### src/rtl/cb_param_chan.sv
// Connection block: straight channel passthrough plus NUM_IPIN programmable pin muxes
// whose selects come from a shift chain that is copied into the active selects on commit.
module cb_param_chan #(
    parameter int  CHAN_WIDTH = 19,
    parameter int  NUM_IPIN   = 7,
    parameter int  MUX_SIZE   = 8,
    parameter int  TAP_STRIDE = 6,
    localparam int SEL_W      = $clog2(MUX_SIZE),
    localparam int TOTAL      = NUM_IPIN * SEL_W,
    localparam int CNT_W      = $clog2(TOTAL + 1)
) (
    input  logic                  prog_clk,
    input  logic                  pReset,
    input  logic [CHAN_WIDTH-1:0] chanx_left_in,
    input  logic [CHAN_WIDTH-1:0] chanx_right_in,
    output logic [CHAN_WIDTH-1:0] chanx_left_out,
    output logic [CHAN_WIDTH-1:0] chanx_right_out,
    output logic [NUM_IPIN-1:0]   ipin_out,
    input  logic                  ccff_head,
    input  logic                  cfg_en,
    input  logic                  cfg_commit,
    output logic                  ccff_tail,
    output logic [CNT_W-1:0]      cfg_count,
    output logic                  cfg_full,
    output logic                  cfg_active,
    output logic                  cfg_err
);

    localparam logic [CNT_W-1:0] TOTAL_C = CNT_W'(TOTAL);

    logic [TOTAL-1:0] chain_q, chain_d;
    logic [TOTAL-1:0] act_q, act_d;
    logic [CNT_W-1:0] count_q, count_d;
    logic             active_q, active_d;
    logic             err_q, err_d;
    logic             full_s;

    assign chanx_left_out  = chanx_right_in;
    assign chanx_right_out = chanx_left_in;

    assign full_s     = (count_q == TOTAL_C);
    assign cfg_full   = full_s;
    assign cfg_count  = count_q;
    assign cfg_active = active_q;
    assign cfg_err    = err_q;
    assign ccff_tail  = chain_q[TOTAL-1];

    // Pin muxes read only the committed selects, so shifting never disturbs the pins.
    for (genvar p = 0; p < NUM_IPIN; p++) begin : g_pin
        logic [MUX_SIZE-1:0] mux_in_s;
        logic [SEL_W-1:0]    sel_s;

        for (genvar j = 0; j < MUX_SIZE / 2; j++) begin : g_tap
            localparam int TAP = (p + j * TAP_STRIDE) % CHAN_WIDTH;
            assign mux_in_s[2*j]   = chanx_left_in[TAP];
            assign mux_in_s[2*j+1] = chanx_right_in[TAP];
        end

        assign sel_s       = act_q[p*SEL_W +: SEL_W];
        assign ipin_out[p] = (active_q && (int'(sel_s) < MUX_SIZE)) ? mux_in_s[sel_s] : 1'b0;
    end

    // Next-state for chain, shift counter and commit bookkeeping.
    always_comb begin
        chain_d  = chain_q;
        act_d    = act_q;
        count_d  = count_q;
        active_d = active_q;
        err_d    = err_q;

        if (cfg_en) begin
            chain_d    = chain_q << 1;
            chain_d[0] = ccff_head;
            if (count_q != TOTAL_C) begin
                count_d = count_q + 1'b1;
            end else begin
                count_d = count_q;
            end
        end else begin
            chain_d = chain_q;
        end

        // Commit captures the pre-shift chain; an incomplete chain is rejected and flagged.
        if (cfg_commit) begin
            if (full_s) begin
                act_d    = chain_q;
                active_d = 1'b1;
                count_d  = CNT_W'(cfg_en);
            end else begin
                err_d = 1'b1;
            end
        end else begin
            err_d = err_q;
        end
    end

    // State registers with synchronous reset taking priority over shift and commit.
    always_ff @(posedge prog_clk) begin
        if (pReset) begin
            chain_q  <= '0;
            act_q    <= '0;
            count_q  <= '0;
            active_q <= 1'b0;
            err_q    <= 1'b0;
        end else begin
            chain_q  <= chain_d;
            act_q    <= act_d;
            count_q  <= count_d;
            active_q <= active_d;
            err_q    <= err_d;
        end
    end

endmodule
### config.mk
export PLATFORM = sky130hd
export DESIGN_NAME = cb_param_chan
export DESIGN_NICKNAME = d
export VERILOG_FILES = /design/src/rtl/cb_param_chan.sv
export SDC_FILE = /design/constraint.sdc
export NUM_CORES = 1
export LEC_CHECK = 0
export CAP_MARGIN = 10
export CELL_PAD_IN_SITES_DETAIL_PLACEMENT = 0
export CELL_PAD_IN_SITES_GLOBAL_PLACEMENT = 1
export CORE_MARGIN = 1.5
export CORE_UTILIZATION = 33
export CTS_CLUSTER_DIAMETER = 80
export CTS_CLUSTER_SIZE = 16
export DETAILED_ROUTE_END_ITERATION = 10
export PLACE_DENSITY_LB_ADDON = 0.1
export SLEW_MARGIN = 20
export SYNTH_ARGS = -nofsm -noshare
export SYNTH_HDL_FRONTEND = slang
export SYNTH_SLANG_ARGS = --single-unit
### constraint.sdc
create_clock -name prog_clk -period 1.62 [get_ports prog_clk]
set_input_delay 0.162 -clock prog_clk [delete_from_list [all_inputs] [get_ports prog_clk]]
set_output_delay 0.162 -clock prog_clk [all_outputs]
set_load 0.005 [all_outputs]
Word-level counts from Yosys, hierarchy flattened:

Index checks and enable logic that the tools add are counted.

* register bits after elaboration: 49
* bits of input ports: 43
* logic and storage cells: 43

* add/sub/neg operators: 1
* order comparisons: 7
* equality and inequality tests: 2
* mux-type cells: 25
* bitwise operators: 1
* reduce and logical (&&, ||, !) cells: 2

Operators with widths (number)
* $lt A3 B4 Y1 const B: 7
* $bmux W1 S3: 7
* $mux W5: 4
* $mux W1: 14
* $add A5 B1 Y5 const B: 1
* $eq A5 B5 Y1 const B: 1
* $ne A5 B5 Y1 const B: 1
* $reduce_and A2 Y1: 2
* $not A1 Y1: 1

Logic depth before layout (Yosys ltp):

Gate-level depths: netlist of the first run.

* depth in word-level cells: 5
* depth in mapped cells: 8
* gate-level depth less buffers: 6

Worst setup path after synthesis of the first run:

Ideal clock, no wire load.

* kind: register to register
* start point: reg count_q[0], in the netlist cfg_count[0]
* end point: reg count_q[0], in the netlist cfg_count[0]
* setup time: 0.119 ns
* arrival: 1.247 ns
* required time: 1.501 ns
* setup slack: 0.255 ns
* stages on the path, launching flop included: 7
* path buffers: 1
* cells stage by stage: dfxtp_1 -> ha_1 -> nand4b_4 -> inv_2 -> buf_6 -> nand2_1 -> o221a_1

* word-level cells in the longest chain between the ends: 5

RTL lines
* from (decl): line 33 `logic [CNT_W-1:0] count_q, count_d;`
* from (signal assigned): line 108 `count_q <= count_d;`
* $add A5 B1 Y5 / $ne A5 B5 Y1 (equally long branches): line 75, 74
* $mux W5: line 74 `if (count_q != TOTAL_C) begin`
* $mux W5: line 71 `if (cfg_en) begin`
* $mux W5: line 85 `if (full_s) begin`
* $mux W5 *: line 84 `if (cfg_commit) begin`

Every way passes the cells marked *; elsewhere a longest branch is shown, timed or not.
A chain may end at the register's enable or synchronous reset.

Worst setup path after layout of the first run:

* start point: reg act_q[16]
* end point: out ipin_out[5]

* word-level cells in the longest chain between the ends: 3

RTL lines
* from (decl): line 32 `logic [TOTAL-1:0] act_q, act_d;`
* from (signal assigned): line 107 `act_q <= act_d;`
* $bmux W1 S3: line 60 `assign ipin_out[p] = (active_q && (int'(sel_s) < MUX_SIZE)) ? mux_in_s[sel_s] : 1'b0;`
* $mux W1 (implied by the code): line 60
* $mux W1: line 60
* to (decl): line 18 `output logic [NUM_IPIN-1:0] ipin_out,`

No other way between the ends. The select of a mux whose other input is x is not followed.

==> parameters.txt, run 1 <==
Parameter                              Value

Synth
  Synthesized area divided by synthesized cell count ... about 9.2 um^2
  Cell area after technology mapping ... 2664 um^2
  Number of synthesized register bits ... 49
  Synth cell types ... 32
  Sequential element share of the synthesized area ... between 30% and 40%
  Post-Synthesis Cells ... 289
  Syn Nets ... 334
  Number of warnings printed during yosys synthesis ... 0

Floorplanning
  Num rows ... 32
  DIE HEIGHT ... 92.85 um
  Area of the core region ... 7767 um^2
  Initial standard-cell utilization of the core ... 34.29%
  Top Ports ... 97
  Die ar. ... 8620 um^2
  Chip Width ... between 90 and 100 um

Clock network
  Total clock sinks ... just under 50
  Maximum clock insertion buffer count ... 2
  Root buffer cell ... clkbuf_8
  Clock latency at the later pin of the worst-skew pair ... about 0.30 ns
  CTS buffer count ... 5
  CTS tree ... yes
  H-tree depth ... 2
  Clock-pin transition on the worst setup and hold timing paths ... 0.09 ns

Power and ir drop
  Standby leakage power ... 1.441 nW
  Overall power after layout ... between 0.002 and 0.003 W
  Power density cells ... roughly 660 nW/um^2
  Maximum vdd ir drop ... about 470 uV

Worst setup path
  Critical path arrival ... 1.49 ns
  Endpoint type of the worst setup path ... output pin
  Cell-by-cell listing of the critical path ... mux4_2 > nor2_1 > a311oi_1 > buf_2
  Crit-path slowest cell ... mux4_2
  Worst stage delay on the critical path ... approximately 0.53 ns
  Worst Path Required ... 1.46 ns
  Class of the most critical setup path ... reg -> out
  Top fanout value on the critical path ... 2
  Register-to-Register Setup Slack ... 0.16 ns
  Startpoint type of the worst setup path ... flop

Global route
  GR Overflow Total ... 0
  Global-route wire length before repair ... 11,150 um
  Maximum number of pins on one net before global-route repair ... 43
  Number of global-route vias before repair ... 2,139
  Combined global-route utilization of all metal layers ... 16.25%
  Number of antenna violations at the first check in global routing ... 0

STA
  Setup repair after global routing missed its margin ... yes
  Setup TNS after final layout ... -0.03438 ns
  Relative slew margins ... roughly 81%
  Worst path setup slack after routing ... -0.03438 ns
  Transition time at the pin with the least slew margin ... 0.2811 ns
  Pins Over Slew Limit ... 0
  Count of endpoints failing hold in the final timing report ... 0
  Post-route clock skew ... about 0.0061 ns
  Period Utilization, post-route ... 102.1%
  Achievable clock frequency ... between 0.6 and 0.7 GHz
  Number of setup violations in the final report ... 1
  Fin crit period ... 1.654 ns

Status
  Violated checks ... negative setup slack
  Run status ... finished, violations left

Drt
  Number of nets with antenna violations after detailed routing ... 0
  Residual DRC ... 0
  Number of iterations in the first detailed-routing pass ... 4
  Number of vias after detailed routing ... 2,327
  Wire length per cell ... 14.78 um
  DRC violation total after the first TritonRoute iteration ... 121
  Sum of routed wire length over all layers ... 6989 um
  Per-cell via count in the routed design ... 4.920

Place
  Number of buffer cells added on primary ports ... 96
  Final GP Congestion ... 0.7227
  Detail Placement HPWL ... a little over 5000 um

Hold path
  Path type of the worst min-delay path ... in -> reg

Cells and area
  Layout Area Growth over Synthesis ... 43.12%
  Proportion of layout cells with a drive suffix above 1 ... 23.45%
  Final nets ... between 400 and 500
  Antenna diode count ... 0

Flow run
  Number of maximum-capacitance violations ... 0
==> cell type report <==
| cell class | count | area, um^2 |
|---|---|---|
| tap | 102 | 127.6 |
| multi-input combinational | 173 | 1291 |
| timing repair buffer | 131 | 1225 |
| fill | 765 | 3955 |
| clock inverter | 2 | 37.54 |
| clock buffer | 6 | 82.58 |
| inverter | 10 | 42.54 |
| sequential | 49 | 1006 |
==> timing repair <==
action,4_1_cts,5_1_grt
endpoints found under the setup margin,8,7
resized for setup,47,8
pin swaps,4,3
endpoints found under the hold margin,0,0
hold buffers,0,0
buffers inserted,4,0
==> worst max-delay path, delay by kind of cell (launching register included) <==
family | cells | cell delay [ns]
AO/OA/AOI/OAI | 1 | 0.05
buffers and inverters | 1 | 0.15
flip-flops | 1 | 0.37
multiplexers | 1 | 0.53
AND/OR/NAND/NOR | 1 | 0.10
==> per-stage QoR <==
step | setup WS (ns) | std cells | hold WS (ns) | utilization (%) | cell area [um^2]
2_1_floorplan | 0.2546 | 289 | 0.3092 | - | 2664
3_3_place_gp | -0.3665 | 461 | 0.4533 | 46.68 | 3626
3_5_place_dp | -0.3692 | 461 | 0.4624 | 46.68 | 3626
4_1_cts | -0.09843 | 473 | 0.4619 | 48.73 | 3785
5_1_grt | -0.06338 | 473 | 0.5011 | 49.08 | 3812
6_report | -0.03438 | 473 | 0.4709 | 49.08 | 3812
==> power breakdown <==
| part | switching (W) | leakage (nW) | internal [W] |
|---|---|---|---|
| Sequential | 0.00000630 | 0.403 | 0.00121 |
| Clock | 0.000401 | 0.0574 | 0.000502 |
| Combinational | 0.000145 | 0.981 | 0.000254 |
| Total | 0.000553 | 1.44 | 0.00196 |
==> flip-flops by register name (all words and copies together), names as in the netlist <==
| register | flops |
|---|---|
| cfg_err | 1 |
| cfg_active | 1 |
| cfg_count | 5 |
| act_q | 21 |
| chain_q | 21 |
==> cell usage after synthesis <==
| master | count | area (um^2) |
|---|---|---|
| dfxtp_1 | 49 | 980.9 |
| buf_4 | 39 | 292.8 |
| nor2_1 | 32 | 120.1 |
| mux2i_1 | 28 | 280.3 |
| a21oi_1 | 24 | 120.1 |
| nand3_1 | 23 | 115.1 |
| o21ai_0 | 21 | 105.1 |
| clkbuf_1 | 9 | 33.78 |
| inv_1 | 9 | 33.78 |
| a311oi_1 | 7 | 61.31 |
| mux2_2 | 7 | 78.83 |
| mux4_2 | 7 | 157.7 |
| o31ai_1 | 7 | 52.55 |
| buf_2 | 5 | 25.02 |
| a211oi_1 | 2 | 15.01 |
| a31oi_1 | 2 | 12.51 |
| buf_8 | 2 | 30.03 |
| ha_1 | 2 | 25.02 |
| a2111oi_2 | 1 | 15.01 |
| a21boi_1 | 1 | 7.510 |
| and4_1 | 1 | 8.760 |
| buf_1 | 1 | 3.750 |
| buf_6 | 1 | 11.26 |
| inv_2 | 1 | 3.750 |
| nand2_1 | 1 | 3.750 |
| nand3b_1 | 1 | 7.510 |
| nand4_1 | 1 | 6.260 |
| nand4b_4 | 1 | 23.77 |
| o221a_1 | 1 | 11.26 |
| o22ai_1 | 1 | 6.260 |
| or3_1 | 1 | 6.260 |
| xor2_1 | 1 | 8.760 |
==> path summary, 6_finish.rpt <==
kind | from | endpoint | depth (start not counted)
hold reg to reg | cfg_err$_SDFFE_PP0P_ | cfg_err$_SDFFE_PP0P_ | 2
setup reg to reg | cfg_count[1]$_SDFF_PP0_ | act_q[18]$_SDFFE_PP0P_ | 8
hold / removal | ccff_head | chain_q[0]$_SDFFE_PP0P_ | 3
setup / recovery | act_q[16]$_SDFFE_PP0P_ | ipin_out[5] | 4
==> cell usage in the layout (no fill, tap or decap), types with 2 or more instances in the layout <==
cell and n:
clkdlybuf4s50_1 88, dfxtp_1 37, buf_4 32, nor2_1 30
mux2i_1 28, a21oi_1 24, nand3_1 23, o21ai_0 21
inv_1 9, dfxtp_2 8, mux2_2 7, mux4_2 7
a311oi_1 6, clkbuf_8 6, buf_2 6, dfxtp_4 4
o31ai_1 3, o31ai_2 3, buf_12 3, nor2_2 2
a211oi_1 2, a31oi_1 2
==> cells by family after synthesis <==
logic type      after synthesis  synth area share, %
compound gates               67                15.27
mux                          42                19.40
buf+inv                      67                16.30
flops                        49                36.82
fa+ha+maj                     2               0.9393
xor+xnor                      1               0.3289
simple gates                 61                10.94
==> per-layer routing <==
layer | track usage (%) | routed length [um] | part of all wire [%] | vias to the layer above
met1 | 23.96 | 3497 | 50 | 1071
met3 | 3.859 | 565 | 8.1 | 6
li1 | - | - | - | 1167
met2 | 23.48 | 2858 | 41 | 83
met5 | 0 | 0 | 0 | -
met4 | 4.167 | 68 | 0.97 | 0
No activity file was read; power rests on OpenSTA's default activity.
==> inputs of run 2 (changes only) <==
PLACE_DENSITY_LB_ADDON = 0.25   (was 0.1)
==> parameters.txt, run 2 (synthesis gave the netlist of run 1 again) <==
Parameter                              Value

Status
  Run status ... finished, violations left
  Violated checks ... negative setup slack

Drt
  DRC violation total after the first TritonRoute iteration ... 110
  Residual DRC ... 0
  Sum of routed wire length over all layers ... between 6000 and 7000 um
  Wire length per cell ... 14.36 um
  Number of nets with antenna violations after detailed routing ... 0
  Per-cell via count in the routed design ... between 4 and 5
  Number of iterations in the first detailed-routing pass ... 4
  Number of vias after detailed routing ... 2,307

Place
  Detail Placement HPWL ... 4817 um
  Final GP Congestion ... approximately 0.74
  Number of buffer cells added on primary ports ... 96
  Placement-stage cell area ... 3638 um^2

Worst setup path
  Worst stage delay on the critical path ... 0.49 ns
  Class of the most critical setup path ... reg -> out
  Cell-by-cell listing of the critical path ... mux4_2 > nor2_1 > a311oi_1 > buf_2
  Startpoint type of the worst setup path ... flop
  Worst Path Required ... ~1.5 ns
  Endpoint type of the worst setup path ... output pin
  Total buffers and inverters traversed by the critical path ... 1
  Top fanout value on the critical path ... 4
  CP top delay family ... multiplexers
  Register-to-Register Setup Slack ... about 0.18 ns
  Critical path arrival ... 1.49 ns
  Crit-path slowest cell ... mux4_2

Clock network
  CTS buffer count ... 5
  CTS tree ... yes
  Clock latency at the later pin of the worst-skew pair ... 0.30 ns
  Root buffer cell ... clkbuf_8
  Maximum clock insertion buffer count ... 2
  H-tree depth ... 2
  Clock-pin transition on the worst setup and hold timing paths ... 0.09 ns
  Total clock sinks ... 49

Cells and area
  Proportion of layout cells with a drive suffix above 1 ... 24.59%
  Number of fill cells in the layout ... 750
  Final standard cell area without fillers ... 3831 um^2
  Multi-input logic area ... 1315 um^2
  Layout Area Growth over Synthesis ... 43.82%
  Final nets ... 415
  Antenna diode count ... 0
  Final cell utilization of the core ... 49.32%
  Register area ... 1003 um^2
  Commonest cells after routing, fill and taps aside ... 88 x clkdlybuf4s50_1, 37 x dfxtp_1, 30 x buf_4, 29 x nor2_1, 28 x mux2i_1
  Most frequent standard cell in the layout excluding fill and tap cells ... clkdlybuf4s50_1

Power and ir drop
  Power share of the sequential group ... 49.3%
  Power density cells ... 642.5 nW/um^2
  Clock network fraction of total power ... 34.3%
  Standby leakage power ... approximately 1.4 nW
  Maximum vdd ir drop ... 424.1 uV
  Sw Share ... 22.28%
  Net switching power ... around 0.00055 W
  Combinational share of power ... between 10% and 20%
  Pint ... between 0.0015 and 0.002 W

Floorplanning
  Initial standard-cell utilization of the core ... ~34%
  Num rows ... 32
  DIE HEIGHT ... 92.85 um
  Area of the core region ... 7767 um^2
  Chip Width ... 92.85 um
  Die ar. ... 8620 um^2
  Top Ports ... 97

STA
  Setup TNS after final layout ... -0.03341 ns
  Period Utilization, post-route ... 102.1%
  Count of endpoints failing hold in the final timing report ... 0
  Fin crit period ... 1.653 ns
  Pins Over Slew Limit ... 0
  Relative slew margins ... between 80% and 90%
  Setup repair after global routing missed its margin ... yes
  Post-route clock skew ... 0.008325 ns
  Number of setup violations in the final report ... 1
  Transition time at the pin with the least slew margin ... 0.2985 ns
  Worst path setup slack after routing ... -0.03341 ns
  Achievable clock frequency ... approximately 0.60 GHz

Global route
  Number of global-route vias before repair ... 2,150
  GR Overflow Total ... 0
  Global-route wire length before repair ... roughly 11,000 um
  Maximum number of pins on one net before global-route repair ... 37
  Number of antenna violations at the first check in global routing ... 0
  Combined global-route utilization of all metal layers ... 15.49%

Flow run
  Number of maximum-capacitance violations ... 0

Hold path
  Path type of the worst min-delay path ... reg -> reg
[run 2: layer usage]
layer  global-route usage [%]  up-vias  share of wire, %
li1                         -     1171                 -
met1                    21.72     1059                49
met2                    23.24       69                43
met3                    3.366        8               6.3
met4                    5.429        0               1.4
met5                        0        -                 0
[run 2: worst paths after layout]
| check | from | end | cells past startpoint |
|---|---|---|---|
| min | cfg_err$_SDFFE_PP0P_ | cfg_err$_SDFFE_PP0P_ | 2 |
| min reg2reg | cfg_err$_SDFFE_PP0P_ | cfg_err$_SDFFE_PP0P_ | 2 |
| max | act_q[9]$_SDFFE_PP0P_ | ipin_out[3] | 4 |
| max reg2reg | cfg_count[1]$_SDFF_PP0_ | act_q[2]$_SDFFE_PP0P_ | 8 |
[run 2: per-stage QoR]
step / setup WS, ns / cells / hold slack, ns / total power (W)
6_report: -0.03341 / 472 / 0.4764 / 0.002462
5_1_grt: -0.1132 / 472 / 0.4897 / 0.002566
4_1_cts: -0.1040 / 470 / 0.4742 / 0.002493
3_5_place_dp: -0.3346 / 461 / 0.4616 / 0.001650
3_3_place_gp: -0.3069 / 461 / 0.4600 / 0.001647
2_1_floorplan: 0.2546 / 289 / 0.3092 / 0.001428
[run 2: final cells by class]
cell class,count,area share (%)
clock buffers,5,1.796
clock inverters,2,0.9144
inverters,10,1.045
multi-input cells,173,34.32
flip-flops and latches,49,26.19
well taps,102,3.331
repair buffers,131,32.40
[run 2: power by group through the flow]
stage	sequential (W)	clock, W	combinational (W)
3_5_place_dp	0.00125	0	0.000403
3_3_place_gp	0.00125	0	0.000400
2_1_floorplan	0.00125	0	0.000179
5_1_grt	0.00122	0.000920	0.000431
4_1_cts	0.00122	0.000873	0.000404
6_report	0.00121	0.000845	0.000403
[run 2: worst reg2reg max path, stage by stage (launching register included)]
cell and delay, ns:
dfxtp_1 0.32, inv_1 0.07, ha_2 0.19, nand4b_4 0.11, inv_4 0.07, buf_4 0.15
buf_6 0.21, nand3_1 0.13, a21oi_1 0.13
[run 2: repair_timing]
action,4_1_cts,5_1_grt
hold buffers,0,0
endpoints found under the setup margin,8,8
setup buffers,2,2
resized for setup,42,17
pin swaps,5,6
